**src/rtl/fft_agu_ctrl.sv**
```systemverilog
// Frame sequencer for the in-place radix-2 FFT: bit-reversed load, level/index
// stepping with inter-level drain, and write-back controls delayed by the butterfly latency.
module fft_agu_ctrl #(
  parameter int M        = 9,
  parameter int BFLY_LAT = 2
) (
  input  logic         clk,
  input  logic         reset,
  input  logic         start,
  input  logic         in_valid,
  output logic         load_we,
  output logic [M-1:0] load_adr,
  output logic [M-1:0] level,
  output logic [M-1:0] index,
  output logic         rd_en,
  output logic         rd_bank,
  output logic         wr_en,
  output logic [M-1:0] wb_level,
  output logic [M-1:0] wb_index,
  output logic         wb_bank,
  output logic         busy,
  output logic         done
);

  localparam int DW = (BFLY_LAT < 2) ? 1 : $clog2(BFLY_LAT);
  localparam int PW = 2 * M + 2;
  localparam logic [DW-1:0]  DRAIN_LAST = DW'(BFLY_LAT - 1);
  localparam logic [M-1:0]   LAST_LEVEL = M'(M - 1);
  localparam logic [M-1:0]   ONE_M      = M'(1);

  typedef enum logic [2:0] {
    S_IDLE    = 3'd0,
    S_LOAD    = 3'd1,
    S_COMPUTE = 3'd2,
    S_DRAIN   = 3'd3,
    S_DONE    = 3'd4
  } state_t;

  state_t          state;
  logic [M-1:0]    load_cnt;
  logic [DW-1:0]   drain_cnt;
  logic [PW-1:0]   pipe [BFLY_LAT];

  function automatic logic [M-1:0] bit_rev(input logic [M-1:0] v);
    logic [M-1:0] r;
    for (int i = 0; i < M; i++) r[i] = v[M-1-i];
    return r;
  endfunction

  // The sample write strobe must coincide with the in_valid cycle itself.
  always_comb begin
    load_we  = 1'b0;
    load_adr = '0;
    if (state == S_LOAD) begin
      load_we  = in_valid;
      load_adr = bit_rev(load_cnt);
    end else begin
      load_we  = 1'b0;
      load_adr = '0;
    end
  end

  always_ff @(posedge clk or posedge reset) begin
    if (reset) begin
      state     <= S_IDLE;
      load_cnt  <= '0;
      drain_cnt <= '0;
      level     <= '0;
      index     <= '0;
      rd_en     <= 1'b0;
      rd_bank   <= 1'b0;
      busy      <= 1'b0;
      done      <= 1'b0;
    end else begin
      case (state)
        S_IDLE: begin
          done <= 1'b0;
          if (start) begin
            state    <= S_LOAD;
            load_cnt <= '0;
            busy     <= 1'b1;
          end
        end
        S_LOAD: begin
          if (in_valid) begin
            load_cnt <= load_cnt + ONE_M;
            if (load_cnt == {M{1'b1}}) begin
              state   <= S_COMPUTE;
              level   <= '0;
              index   <= '0;
              rd_en   <= 1'b1;
              rd_bank <= 1'b0;
            end
          end
        end
        S_COMPUTE: begin
          // Index is held on the final butterfly so its MSB never sets.
          if (index[M-2:0] == {(M-1){1'b1}}) begin
            state     <= S_DRAIN;
            drain_cnt <= '0;
            rd_en     <= 1'b0;
          end else begin
            index <= index + ONE_M;
          end
        end
        S_DRAIN: begin
          drain_cnt <= drain_cnt + DW'(1);
          if (drain_cnt == DRAIN_LAST) begin
            if (level == LAST_LEVEL) begin
              state   <= S_DONE;
              level   <= '0;
              index   <= '0;
              rd_bank <= 1'b0;
              busy    <= 1'b0;
              done    <= 1'b1;
            end else begin
              state   <= S_COMPUTE;
              level   <= level + ONE_M;
              index   <= '0;
              rd_en   <= 1'b1;
              rd_bank <= ~level[0];
            end
          end
        end
        S_DONE: begin
          state <= S_IDLE;
          done  <= 1'b0;
        end
        default: begin
          state <= S_IDLE;
          rd_en <= 1'b0;
          busy  <= 1'b0;
          done  <= 1'b0;
        end
      endcase
    end
  end

  // Write-back delay line; bank is qualified by rd_en so idle cycles shift in zeros.
  always_ff @(posedge clk or posedge reset) begin
    if (reset) begin
      for (int i = 0; i < BFLY_LAT; i++) pipe[i] <= '0;
    end else begin
      pipe[0] <= {rd_en, level, index, rd_en & ~rd_bank};
      for (int i = 1; i < BFLY_LAT; i++) pipe[i] <= pipe[i-1];
    end
  end

  assign {wr_en, wb_level, wb_index, wb_bank} = pipe[BFLY_LAT-1];

endmodule

```
**config.mk**
```make
export PLATFORM = sky130hd
export DESIGN_NAME = fft_agu_ctrl
export DESIGN_NICKNAME = d
export VERILOG_FILES = /design/src/rtl/fft_agu_ctrl.sv
export SDC_FILE = /design/constraint.sdc
export NUM_CORES = 1
export LEC_CHECK = 0
export ABC_AREA = 1
export ABC_CLOCK_PERIOD_IN_PS = 4100
export CAP_MARGIN = 10
export CORE_ASPECT_RATIO = 0.7
export CORE_MARGIN = 8
export CORE_UTILIZATION = 40
export DETAILED_ROUTE_END_ITERATION = 16
export PLACE_DENSITY_LB_ADDON = 0.1
export SLEW_MARGIN = 20
export SYNTH_ARGS = -nofsm -noshare
export SYNTH_HDL_FRONTEND = slang
export SYNTH_SLANG_ARGS = --single-unit
```
**constraint.sdc**
```tcl
create_clock -name clk -period 4.1 [get_ports clk]
set_input_delay 1.23 -clock clk [delete_from_list [all_inputs] [get_ports clk]]
set_output_delay 1.23 -clock clk [all_outputs]
set_load 0.005 [all_outputs]
```
==> impl_metrics.json, run 1 <==
{
  "cts_setup_buffers": 0,
  "total_power_mw": 2.76,
  "layout_commonest_cell": "nand2_1",
  "wl_per_cell_um": 12.9,
  "clockRootBuffer": "clkbuf_16",
  "relSlewSlack": 0.585,
  "post-route-min-period_ns": 3.64,
  "track_usage": 0.126,
  "gr-total-overflow": 0,
  "r2r_slack_ns": 1.99,
  "clk_pin_slew_ns": 0.05,
  "fin_hold_ws_ns": 0.346,
  "synthFlopType": "dfrtp_1",
  "report.final.slew_viol_count": 0,
  "r2r_start": "load_cnt[0]",
  "start_util": 0.411,
  "pin_count": 56,
  "worstPathArrival_ns": 2.41,
  "syn2layout_area_growth_pct": 26.9,
  "drt-initial-drc-count": 214,
  "worstHoldStart": "pipe[35]",
  "dieWidth_um": 123,
  "synth_cells": 360,
  "postPlaceCellArea_um2": 3750,
  "ctsResizeCount": 0,
  "hold_viol_final": 0,
  "async_reset_ff_frac": 1.00,
  "synth_area_um2": 3220,
  "status": "completed",
  "diodes": 0,
  "fin_nets": 414,
  "cts_made_buffers": 9,
  "die_area_um2": 11200,
  "design_area_um2": 4090,
  "syn_area_per_cell_um2": 8.95,
  "critPathMaxFanout": 3,
  "startpoint": "in_valid",
  "synth-seq-area-share": 0.575,
  "die_y_um": 91.1,
  "wirelength_um": 6580,
  "clock_latency_ns": 0.34,
  "seq_area_um2": 1850,
  "placementRows": 27,
  "grt_max_degree": 36,
  "combPwrFrac": 0.285,
  "ys_warn_count": 0,
  "grt_pass1_vias": 2208,
  "gp_congestion": 0.823,
  "clkSinkCount": 74,
  "clock_power_share": 0.327,
  "via_per_inst": 4.63,
  "ctsLongestPathBuffers": 2,
  "rsz0062_at_grt": "false",
  "synth.distinct_cells": 26,
  "drive_gt1_frac": 0.0878,
  "grt_pass1_wl_um": 11200,
  "num_vias": 2367,
  "ys_ff_latch": 74,
  "crit_required_ns": 2.87,
  "cts_tree": "built",
  "power_per_cell_area_nw_per_um2": 674,
  "cap_viol_max_count": 0,
  "setup_ws_ns": 0.461,
  "worstSetupPathType": "in2out",
  "irDropWorstVdd_mv": 0.356,
  "htreeDepth": 3,
  "drc": 0,
  "critPathCaptureType": "primary output",
  "cts_hold_buf": 0,
  "finalCritPeriodShare": 0.888,
  "power_frac_seq": 0.388,
  "final-setup-viol-count": 0,
  "yosysTopAreaCellShare": 0.575,
  "antenna_left": 0,
  "io_buffer_count": 55,
  "synth_area_leaders": "dfrtp_1 57%, nand2_1 11%, inv_1 5.2%, nand3_1 4.5%, buf_4 4.4%",
  "multi_input_comb_area_um2": 1010,
  "p_sw_uw": 877,
  "fmaxAchievable_mhz": 275,
  "tightestPinTransition_ns": 0.622,
  "swShare": 0.318,
  "final_cell_mix": "93 x nand2_1, 74 x dfrtp_1, 55 x clkdlybuf4s50_1",
  "worstHoldPathType": "reg2reg",
  "syn-num-nets": 369,
  "synth.largest_area_cell": "dfrtp_1",
  "setup-tns-final_ns": 0,
  "fillCellCount": 731,
  "leakagePower_nw": 2.04,
  "cp-start-kind": "input port",
  "p_int_mw": 1.88,
  "dr.pass1.iters": 4,
  "skew_ns": 0.00660,
  "fp.coreArea_um2": 7840,
  "hpwl_um": 4640,
  "antenna_found_initial": 0,
  "synth_enable_flop_cells": 0,
  "place_ws_ns": 0.465
}
[metal layers]
metal	up-vias	GRT usage	share of wire
li1	1204	-	-
met1	1086	0.172	0.49
met2	72	0.169	0.40
met3	5	0.0662	0.10
met4	0	0.0330	0.010
met5	-	0	0
[state kept, by name, indices dropped and copies added, names as in the netlist]
| signal | flops |
|---|---|
| busy | 1 |
| done | 1 |
| drain_cnt | 1 |
| index | 9 |
| level | 8 |
| load_cnt | 9 |
| pipe | 20 |
| rd_bank | 1 |
| rd_en | 1 |
| state | 3 |
| wb_bank | 1 |
| wb_index | 9 |
| wb_level | 9 |
| wr_en | 1 |
[cell families after synthesis]
logic type | Yosys count | synth area share
AND/OR/NAND/NOR | 172 | 0.233
flip-flops | 74 | 0.575
adder cells (fa/ha/maj) | 5 | 0.0194
buffers and inverters | 73 | 0.110
AO/OA/AOI/OAI | 33 | 0.0544
XOR/XNOR | 3 | 0.00816
[synthesized netlist by cell type, types with 2 or more instances]
library cell	count
a21oi_1	5
buf_2	2
buf_4	19
dfrtp_1	74
ha_1	5
inv_1	45
inv_2	5
nand2_1	93
nand2_2	3
nand3_1	29
nand3b_1	3
nand4_1	8
nor2_1	27
nor2_2	3
o21ai_0	22
o21ai_1	3
or2_2	3
xor2_1	3
[stage by stage]
stage / utilization / std cells
final: 0.522 / 511
after global placement: 0.478 / 495
after global routing: 0.522 / 511
after detailed placement: 0.478 / 495
after CTS: 0.522 / 511
after floorplan: - / 360
[cell type report]
type                    count  share of cell area
clock inverters             6              0.0275
flip-flops and latches     74               0.453
well taps                 101              0.0309
repair buffers             57               0.138
clock buffers              10              0.0560
inverters                  50              0.0462
multi-input cells         213               0.248
[power groups by stage]
stage | Combinational (mW) | Sequential (mW) | Clock [mW]
2_1_floorplan | 0.509 | 1.05 | 0
3_3_place_gp | 0.790 | 1.08 | 0
3_5_place_dp | 0.793 | 1.09 | 0
4_1_cts | 0.799 | 1.07 | 0.920
5_1_grt | 0.893 | 1.10 | 0.955
6_report | 0.787 | 1.07 | 0.901
[worst max-delay path: stages]
cell and delay (ns):
clkdlybuf4s50_1 0.49, nand2_1 0.07, inv_1 0.10, clkdlybuf4s50_1 0.51
[final timing paths]
check,cells after the start,end
max in group asynchronous,3,wb_index[6]
min in group asynchronous,2,wb_index[8]
worst min register to register,0,wb_level[5]
worst max-delay path,4,load_we
worst min-delay path,0,wb_level[5]
worst max register to register,13,index[1]
Power figures use the tool's default switching activity.
==> run 2: changes to the inputs <==
- ABC_CLOCK_PERIOD_IN_PS: 4100 -> 4000
- CTS_BUF_LIST: not set -> sky130_fd_sc_hd__clkbuf_8 sky130_fd_sc_hd__clkbuf_16
- clock period: 4.1 -> 4 ns (I/O delays scaled with it)
==> run 2 against run 1 <==
  * Sequential share of layout area increased by 0.53 points
  * Largest power group unchanged
  * Setup slack got worse by 0.063 ns
  * Flip-flop and latch count unchanged
  * Highest routed layer unchanged
==> impl_metrics.json, run 2 (synthesis results as in run 1) <==
{
  "status": "completed",
  "grt_pass1_vias": 2199,
  "leakagePower_nw": 2.02,
  "clk_pin_slew_ns": 0.06,
  "wirelength_um": 6450,
  "gp_congestion": 0.825,
  "htreeDepth": 3,
  "clockRootBuffer": "clkbuf_16",
  "cp_top_family": "buffers and inverters",
  "crit_required_ns": 2.80,
  "path_buf_inv": 3,
  "drive_gt1_frac": 0.0878,
  "die_area_um2": 11200,
  "largest_register_ffs": 20,
  "critPathMaxFanout": 3,
  "swShare": 0.333,
  "combPwrFrac": 0.298,
  "power_per_cell_area_nw_per_um2": 666,
  "r2r_cells": 13,
  "clock_power_share": 0.294,
  "clock_latency_ns": 0.33,
  "tightestPinTransition_ns": 0.479,
  "grt_max_degree": 31,
  "drc": 0,
  "cts_tree": "built",
  "p_int_mw": 1.80,
  "layout_commonest_cell": "nand2_1",
  "cts_hold_buf": 0,
  "antenna_found_initial": 0,
  "final_cell_mix": "93 x nand2_1, 74 x dfrtp_1, 55 x clkdlybuf4s50_1",
  "power_frac_seq": 0.408,
  "wl_per_cell_um": 12.6,
  "antenna_left": 0,
  "cpMostUsedCell": "clkdlybuf4s50_1",
  "syn2layout_area_growth_pct": 25.4,
  "cts_made_buffers": 9,
  "slowest_stage": "clkdlybuf4s50_1",
  "cp_cell_sequence": "clkdlybuf4s50_1, nand2_1, inv_1, clkdlybuf4s50_1",
  "critPathCaptureType": "primary output",
  "fin_nets": 414,
  "report.final.slew_viol_count": 0,
  "track_usage": 0.123,
  "num_vias": 2321,
  "drt-initial-drc-count": 223,
  "io_buffer_count": 55,
  "cp-start-kind": "input port",
  "regMostFlops": "pipe",
  "fmaxAchievable_mhz": 278,
  "die_y_um": 91.1,
  "gr-total-overflow": 0,
  "setup-tns-final_ns": 0,
  "post-route-min-period_ns": 3.60,
  "hold_viol_final": 0,
  "dieWidth_um": 123,
  "ctsLongestPathBuffers": 2,
  "postPlaceCellArea_um2": 3750,
  "placementRows": 27,
  "finish.utilization": 0.516,
  "worstPathArrival_ns": 2.40,
  "fp.coreArea_um2": 7840,
  "ctsResizeCount": 0,
  "pin_count": 56,
  "hpwl_um": 4590,
  "worstSetupPathType": "in2out",
  "grt_pass1_wl_um": 10900,
  "cap_viol_max_count": 0,
  "final-setup-viol-count": 0,
  "holdPathStages": 0,
  "cp.depth": 4,
  "finalCritPeriodShare": 0.900,
  "irDropWorstVdd_mv": 0.258,
  "p_sw_uw": 896,
  "rsz0062_at_grt": "false",
  "worstHoldPathType": "reg2reg",
  "diodes": 0,
  "design_area_um2": 4040,
  "cts_setup_buffers": 0,
  "via_per_inst": 4.54,
  "clkSinkCount": 74,
  "critPathMaxStageDelay_ns": 0.52,
  "relSlewSlack": 0.680,
  "start_util": 0.411,
  "skew_ns": 0.00777,
  "dr.pass1.iters": 4
}
-- run 2: layout make-up --
type / instances / area [um^2]
clock buffer: 9 / 225
clock inverter: 7 / 68.8
fill: 748 / 3800
inverter: 50 / 189
multi-input combinational: 213 / 1010
sequential: 74 / 1850
tap: 101 / 126
timing repair buffer: 57 / 566
-- run 2: power groups by stage --
| stage | registers, mW | logic [mW] | clock network [mW] |
|---|---|---|---|
| final | 1.10 | 0.803 | 0.791 |
| after global routing | 1.13 | 0.914 | 0.845 |
| after CTS | 1.10 | 0.821 | 0.808 |
| after detailed placement | 1.12 | 0.816 | 0 |
| after global placement | 1.10 | 0.810 | 0 |
| after floorplan | 1.07 | 0.522 | 0 |
-- run 2: worst paths after layout --
kind,end,slack [ns],startpoint
min in group asynchronous,wb_index[8],1.19,reset
min,wb_index[5],0.35,pipe[26]
max,load_we,0.40,in_valid
max reg2reg,index[7],1.89,load_cnt[1]
min reg2reg,wb_index[5],0.35,pipe[26]
max in group asynchronous,wb_index[6],2.11,reset
-- run 2: routing by layer --
layer / vias to the layer above / GRT usage / routed length (um) / part of all wire
li1: 1201 / - / - / -
met1: 1060 / 0.169 / 3370 / 0.52
met2: 50 / 0.162 / 2480 / 0.38
met3: 10 / 0.0513 / 499 / 0.077
met4: 0 / 0.0569 / 97 / 0.015
met5: - / 0 / 0 / 0
-- run 2: through the flow --
step | instances | total power [mW] | setup WS, ns | hold slack, ns
after global routing | 511 | 2.89 | 0.340 | 0.350
final | 511 | 2.69 | 0.398 | 0.345
after CTS | 511 | 2.73 | 0.393 | 0.348
after detailed placement | 495 | 1.93 | 0.402 | 0.335
after global placement | 495 | 1.91 | 0.456 | 0.331
after floorplan | 360 | 1.60 | 0.918 | 0.331
